**config.mk**
```make
export PLATFORM = sky130hd
export DESIGN_NAME = store_commit_buffer
export DESIGN_NICKNAME = d
export VERILOG_FILES = /design/src/rtl/store_commit_buffer.sv
export SDC_FILE = /design/constraint.sdc
export NUM_CORES = 2
export LEC_CHECK = 0
export ABC_CLOCK_PERIOD_IN_PS = 12000
export CAP_MARGIN = 20
export CORE_UTILIZATION = 30
export DETAILED_ROUTE_END_ITERATION = 6
export GPL_TIMING_DRIVEN = 0
export PLACE_DENSITY = 0.54
export REMOVE_ABC_BUFFERS = 1
export SYNTH_ARGS = -nofsm -noshare
export SYNTH_HDL_FRONTEND = slang
export SYNTH_SLANG_ARGS = --single-unit
export TNS_END_PERCENT = 20
```
**constraint.sdc**
```tcl
create_clock -name clock -period 12 [get_ports clock]
set_input_delay 3.6 -clock clock [delete_from_list [all_inputs] [get_ports clock]]
set_output_delay 3.6 -clock clock [all_outputs]
set_load 0.02 [all_outputs]
```
**src/rtl/store_commit_buffer.sv**
```systemverilog
// Store commit buffer: compacts up to N committed stores per cycle into a circular FIFO,
// drains one store per cycle to data memory, and forwards word-covering stores to loads.
module store_commit_buffer #(
   parameter int N        = 2,
   parameter int SB_DEPTH = 8,
   parameter int XLEN     = 32
) (
   input  logic                            clock,
   input  logic                            reset,
   input  logic [N-1:0]                    in_valid,
   input  logic [N-1:0][XLEN-1:0]          in_addr,
   input  logic [N-1:0][XLEN-1:0]          in_data,
   input  logic [N-1:0][1:0]               in_size,
   output logic                            sb_full,
   output logic [$clog2(SB_DEPTH+1)-1:0]   count,
   output logic                            overflow,
   output logic                            mem_req,
   output logic [XLEN-1:0]                 mem_addr,
   output logic [XLEN-1:0]                 mem_data,
   output logic [1:0]                      mem_size,
   input  logic                            mem_ack,
   input  logic [XLEN-1:0]                 ld_addr,
   output logic                            ld_hit,
   output logic [XLEN-1:0]                 ld_data,
   output logic                            ld_conflict
);

   localparam int PTR_W = $clog2(SB_DEPTH);
   localparam int CNT_W = $clog2(SB_DEPTH+1);
   localparam logic [CNT_W-1:0] FULL_LEVEL = CNT_W'(SB_DEPTH - N);
   localparam logic [1:0] SIZE_WORD = 2'd2;

   logic [PTR_W-1:0] head_reg, head_next;
   logic [PTR_W-1:0] tail_reg, tail_next;
   logic [CNT_W-1:0] count_reg, count_next;
   logic             overflow_reg, overflow_next;

   // Entry storage stays in registers: forwarding reads every slot in parallel.
   logic [XLEN-1:0] entry_addr [SB_DEPTH];
   logic [XLEN-1:0] entry_data [SB_DEPTH];
   logic [1:0]      entry_size [SB_DEPTH];

   logic [CNT_W-1:0] lane_pos  [N+1];
   logic [PTR_W-1:0] lane_slot [N];
   logic [1:0]       lane_size [N];
   logic [CNT_W-1:0] enq_count;
   logic             enq_any;
   logic             enq_fire;
   logic             deq_fire;

   // Each valid lane lands at tail plus the number of valid lanes below it.
   assign lane_pos[0] = '0;
   generate
      for (genvar gi = 0; gi < N; gi++) begin : g_lane
         assign lane_pos[gi+1] = lane_pos[gi] + CNT_W'(in_valid[gi]);
         assign lane_slot[gi]  = tail_reg + lane_pos[gi][PTR_W-1:0];
         assign lane_size[gi]  = (in_size[gi] == 2'd3) ? SIZE_WORD : in_size[gi];
      end
   endgenerate

   assign enq_count = lane_pos[N];
   assign enq_any   = |in_valid;
   assign sb_full   = (count_reg > FULL_LEVEL);
   assign enq_fire  = enq_any && !sb_full;
   assign mem_req   = (count_reg != '0);
   assign deq_fire  = mem_req && mem_ack;

   always_comb begin
      head_next     = head_reg;
      tail_next     = tail_reg;
      count_next    = count_reg;
      overflow_next = overflow_reg || (enq_any && sb_full);
      if (enq_fire) begin
         tail_next  = tail_reg + enq_count[PTR_W-1:0];
         count_next = count_next + enq_count;
      end
      if (deq_fire) begin
         head_next  = head_reg + PTR_W'(1);
         count_next = count_next - CNT_W'(1);
      end
   end

   always_ff @(posedge clock) begin
      if (reset) begin
         head_reg     <= '0;
         tail_reg     <= '0;
         count_reg    <= '0;
         overflow_reg <= 1'b0;
      end else begin
         head_reg     <= head_next;
         tail_reg     <= tail_next;
         count_reg    <= count_next;
         overflow_reg <= overflow_next;
      end
   end

   // Occupancy is tracked by head/count, so payload needs no reset.
   always_ff @(posedge clock) begin
      if (!reset && enq_fire) begin
         for (int i = 0; i < N; i++) begin
            if (in_valid[i]) begin
               entry_addr[lane_slot[i]] <= in_addr[i];
               entry_data[lane_slot[i]] <= in_data[i];
               entry_size[lane_slot[i]] <= lane_size[i];
            end
         end
      end
   end

   assign count    = count_reg;
   assign overflow = overflow_reg;
   assign mem_addr = mem_req ? entry_addr[head_reg] : '0;
   assign mem_data = mem_req ? entry_data[head_reg] : '0;
   assign mem_size = mem_req ? entry_size[head_reg] : 2'd0;

   logic [XLEN-1:0]  ld_word_addr;
   logic [PTR_W-1:0] fwd_slot;
   logic             match_found;
   logic             match_full;
   logic [XLEN-1:0]  match_data;

   assign ld_word_addr = ld_addr & ~XLEN'(3);

   // Walk oldest to youngest; the last match seen is the youngest one.
   always_comb begin
      fwd_slot    = head_reg;
      match_found = 1'b0;
      match_full  = 1'b0;
      match_data  = '0;
      for (int k = 0; k < SB_DEPTH; k++) begin
         fwd_slot = head_reg + PTR_W'(k);
         if ((CNT_W'(k) < count_reg) &&
             (entry_addr[fwd_slot][XLEN-1:2] == ld_word_addr[XLEN-1:2])) begin
            match_found = 1'b1;
            match_full  = (entry_size[fwd_slot] == SIZE_WORD) &&
                          (entry_addr[fwd_slot] == ld_word_addr);
            match_data  = entry_data[fwd_slot];
         end
      end
   end

   assign ld_hit      = match_found && match_full;
   assign ld_conflict = match_found && !match_full;
   assign ld_data     = ld_hit ? match_data : '0;

endmodule
```
==> metrics <==
status finished, violations left; violated checks setup timing; leakage power of the design 0.0197 uW; source of the worst register-to-register timing path count[3]; CORE AREA 175000 um2; first element of the critical path ld_addr[19]; gate count after technology mapping 4356; Setup crit end ld_data[24]; Routed met3 length 23900 um; cts-stage hold buffer count 0; H-tree depth 3; Multi-input gate area 35300 um2; fin crit share 100%; minimum hold slack 0.477 ns; half-perimeter wire length after placement 159000 um; classification of the worst-slack hold path flop to flop; worst setup margin -0.00776 ns; met1 wire length 83400 um; filler cell count in the final layout 16800; post-detailed-routing wire length 230000 um; number of placed I/O pins 276; part of the total power dissipated in sequential elements 19.8%; TritonCTS clock tree done; detailed router's first-iteration violation count 5857; Switching Fraction 44.0%; register bit total from synthesis 542; number of global-route vias before repair 41194; Most used DFF post-synth sky130_fd_sc_hd__edfxtp_1; final instance count without filler cells 6880; fin crit period 12.01 ns; unrepaired setup endpoints after global routing false; Top Metal Used met5; worst clock skew on the final layout 0.0138 ns; Syn-to-layout area delta 19.5%; wire length per cell after detailed routing 33.4 um; power per standard cell area 204 nW/um2; arrival time at the worst endpoint 8.41 ns; post-place setup slack -1.41 ns; critical path data required time 8.40 ns; Worst Max-Slew Pin Slew 1.22 ns; average via count per standard cell 6.36; Register-to-Register Path Depth 9; net switching power of the design 5680 uW; largest net degree at the start of global routing 74; wire length of the first global-routing pass 321000 um; Seq. cell area 16200 um2; Pwr Total 12900 uW; Tot GR Track Use 25.0%; Final Hold Viols 0; number of CTS-inserted buffers 66; fraction of the yosys area taken by sequential cells 30.5%; aggregate global routing overflow 0; DIE HEIGHT 422 um; Synth top area share 30.0%; CTS clock-pin slew for the worst setup and hold paths 0.07 ns; # placed instances 6704; Yosys warning count 0; type of element capturing the critical path primary output; fraction of final layout cells with drive strength greater than 1 35.7%; First-pass DRT Iterations 6; internal power 7220 uW; Post-Syn Area 52900 um2; overall via count from detail_route 43757; routability congestion estimate from global placement 0.978; leading post-synthesis cells by instance count 619 x sky130_fd_sc_hd__mux4_2, 606 x sky130_fd_sc_hd__nand2_1, 553 x sky130_fd_sc_hd__mux2_2; Post-synth ARST share 0%; wire length on met2 107000 um; library cells used by synthesis 89; crit path kind primary input to primary output; combinational share of power 63.9%; Root Driver sky130_fd_sc_hd__clkbuf_16; dominant cell by count in the synthesized netlist sky130_fd_sc_hd__mux4_2; crit start category primary input; Clock Latency Late Sink 0.67 ns; number of port buffers 273; number of nets still failing antenna checks after routing 0; reg2reg setup slack 7.87 ns; Maximum Capacitance Violations 0; Mean Syn Cell Area 12.2 um2; std cell rows 153; terminus of the critical flop-to-flop path entry_data[3][2]; number of antenna violations at the first check in global routing 60; clock sink total 542; die footprint 178000 um2; die width 422 um; final setup violation count 1; Final #Nets 4653; total count of max-transition violations in the final report 0; remaining design rule violation count 0; highest clock frequency the design can meet 0.0833 GHz; number of enable-type register cells in the synthesized netlist 528; largest fanout on the critical path 18; most area-hungry cell type in the Yosys netlist sky130_fd_sc_hd__edfxtp_1; leading post-synthesis cells by cell area sky130_fd_sc_hd__edfxtp_1 30%, sky130_fd_sc_hd__mux4_2 26%, sky130_fd_sc_hd__mux2_2 12%; initial core utilization 30.3%; clock network power share 16.3%; Max clock buf depth 3; normalized max-slew margin 18.2%; highest ir drop seen on vdd 0.000130 V
timing repair:
action | 4_1_cts | 5_1_grt
buffers inserted | 20 | 2
gates resized for setup | 116 | 26
gates cloned | 3 | 0
pin swaps | 15 | 5
setup endpoints to repair | 34 | 20
hold endpoints to repair | 0 | 0
worst min path at each step:
stage | start | endpoint | slack [ns] | cells past startpoint
global route | overflow | overflow | 0.55 | 2
CTS | overflow | overflow | 0.49 | 2
floorplan | tail_reg[1] | tail_reg[1] | 0.50 | 2
finish | overflow | overflow | 0.48 | 2
detailed placement | overflow | overflow | 0.48 | 2
global placement | overflow | overflow | 0.46 | 2
power groups by stage:
stage               logic (uW)  clock network [uW]  registers, uW
finish                    8240                2100           2550
global route              8570                2190           2570
floorplan                 6080                   0           2850
CTS                       8080                2130           2550
detailed placement        7910                   0           2590
global placement          6960                   0           3020
layout make-up:
| cell class | count | share of cell area (%) |
|---|---|---|
| Sequential cell | 542 | 25.5 |
| Tap cell | 2325 | 4.60 |
| Clock inverter | 43 | 0.674 |
| Clock buffer | 73 | 2.75 |
| Antenna cell | 35 | 0.138 |
| Multi-Input combinational cell | 3360 | 55.9 |
| Inverter | 24 | 0.154 |
| Timing Repair Buffer | 478 | 10.3 |
metal layers:
metal	GRT usage [%]	vias up
met5	0	-
met4	15.4	42
met3	6.14	681
met2	39.8	2828
met1	30.5	22370
li1	-	17836
placed cells by master (no fill, tap or decap), types with 44 or more instances in the layout:
cell type and count:
sky130_fd_sc_hd__a21o_1 71, sky130_fd_sc_hd__a21oi_1 45, sky130_fd_sc_hd__a31oi_1 81, sky130_fd_sc_hd__and3_1 60, sky130_fd_sc_hd__buf_12 44, sky130_fd_sc_hd__buf_16 68, sky130_fd_sc_hd__clkbuf_16 69, sky130_fd_sc_hd__clkdlybuf4s50_1 237
sky130_fd_sc_hd__edfxtp_1 528, sky130_fd_sc_hd__mux2_2 553, sky130_fd_sc_hd__mux2i_1 303, sky130_fd_sc_hd__mux4_2 619, sky130_fd_sc_hd__nand2_1 600, sky130_fd_sc_hd__nand3_1 112, sky130_fd_sc_hd__nor2_1 101, sky130_fd_sc_hd__o21ai_0 49
sky130_fd_sc_hd__xnor2_1 142, sky130_fd_sc_hd__xor2_1 76
kinds of logic after synthesis:
family                     count (synthesis)  synth area share (%)
DFF                                      542                  30.5
and+or+nand+nor                         1088                  9.44
adders and majority gates                 12                 0.312
AOI/OAI and AO/OA                        518                  7.13
muxes                                   1483                  44.2
xor gates and xnor gates                 256                  4.29
buffers and inverters                    457                  4.11
metrics by stage:
step	area [um2]	util (%)	TNS (ns)
after CTS	63100	36.1	-0.0806
after floorplan	50800	-	-1254.39
after detailed placement	60300	34.6	-44.04
final	63300	36.2	-0.00776
after global routing	63200	36.2	0
after global placement	56500	32.4	-8929.65
critical path, cell delays in order:
cell                              delay, ns
sky130_fd_sc_hd__clkdlybuf4s15_1       0.50
sky130_fd_sc_hd__xnor2_1               0.45
sky130_fd_sc_hd__nand4_1               0.16
sky130_fd_sc_hd__a221oi_2              0.50
sky130_fd_sc_hd__nand4_1               0.22
sky130_fd_sc_hd__nor4b_4               0.29
sky130_fd_sc_hd__buf_4                 0.20
sky130_fd_sc_hd__buf_8                 0.18
sky130_fd_sc_hd__buf_8                 0.18
sky130_fd_sc_hd__buf_8                 0.17
sky130_fd_sc_hd__buf_8                 0.18
sky130_fd_sc_hd__a211oi_2              0.08
sky130_fd_sc_hd__o2111a_1              0.28
sky130_fd_sc_hd__o21ai_4               0.17
sky130_fd_sc_hd__buf_12                0.17
sky130_fd_sc_hd__buf_12                0.19
sky130_fd_sc_hd__a222oi_1              0.12
sky130_fd_sc_hd__clkdlybuf4s50_1       0.71
(Power assumes the default switching activity.)
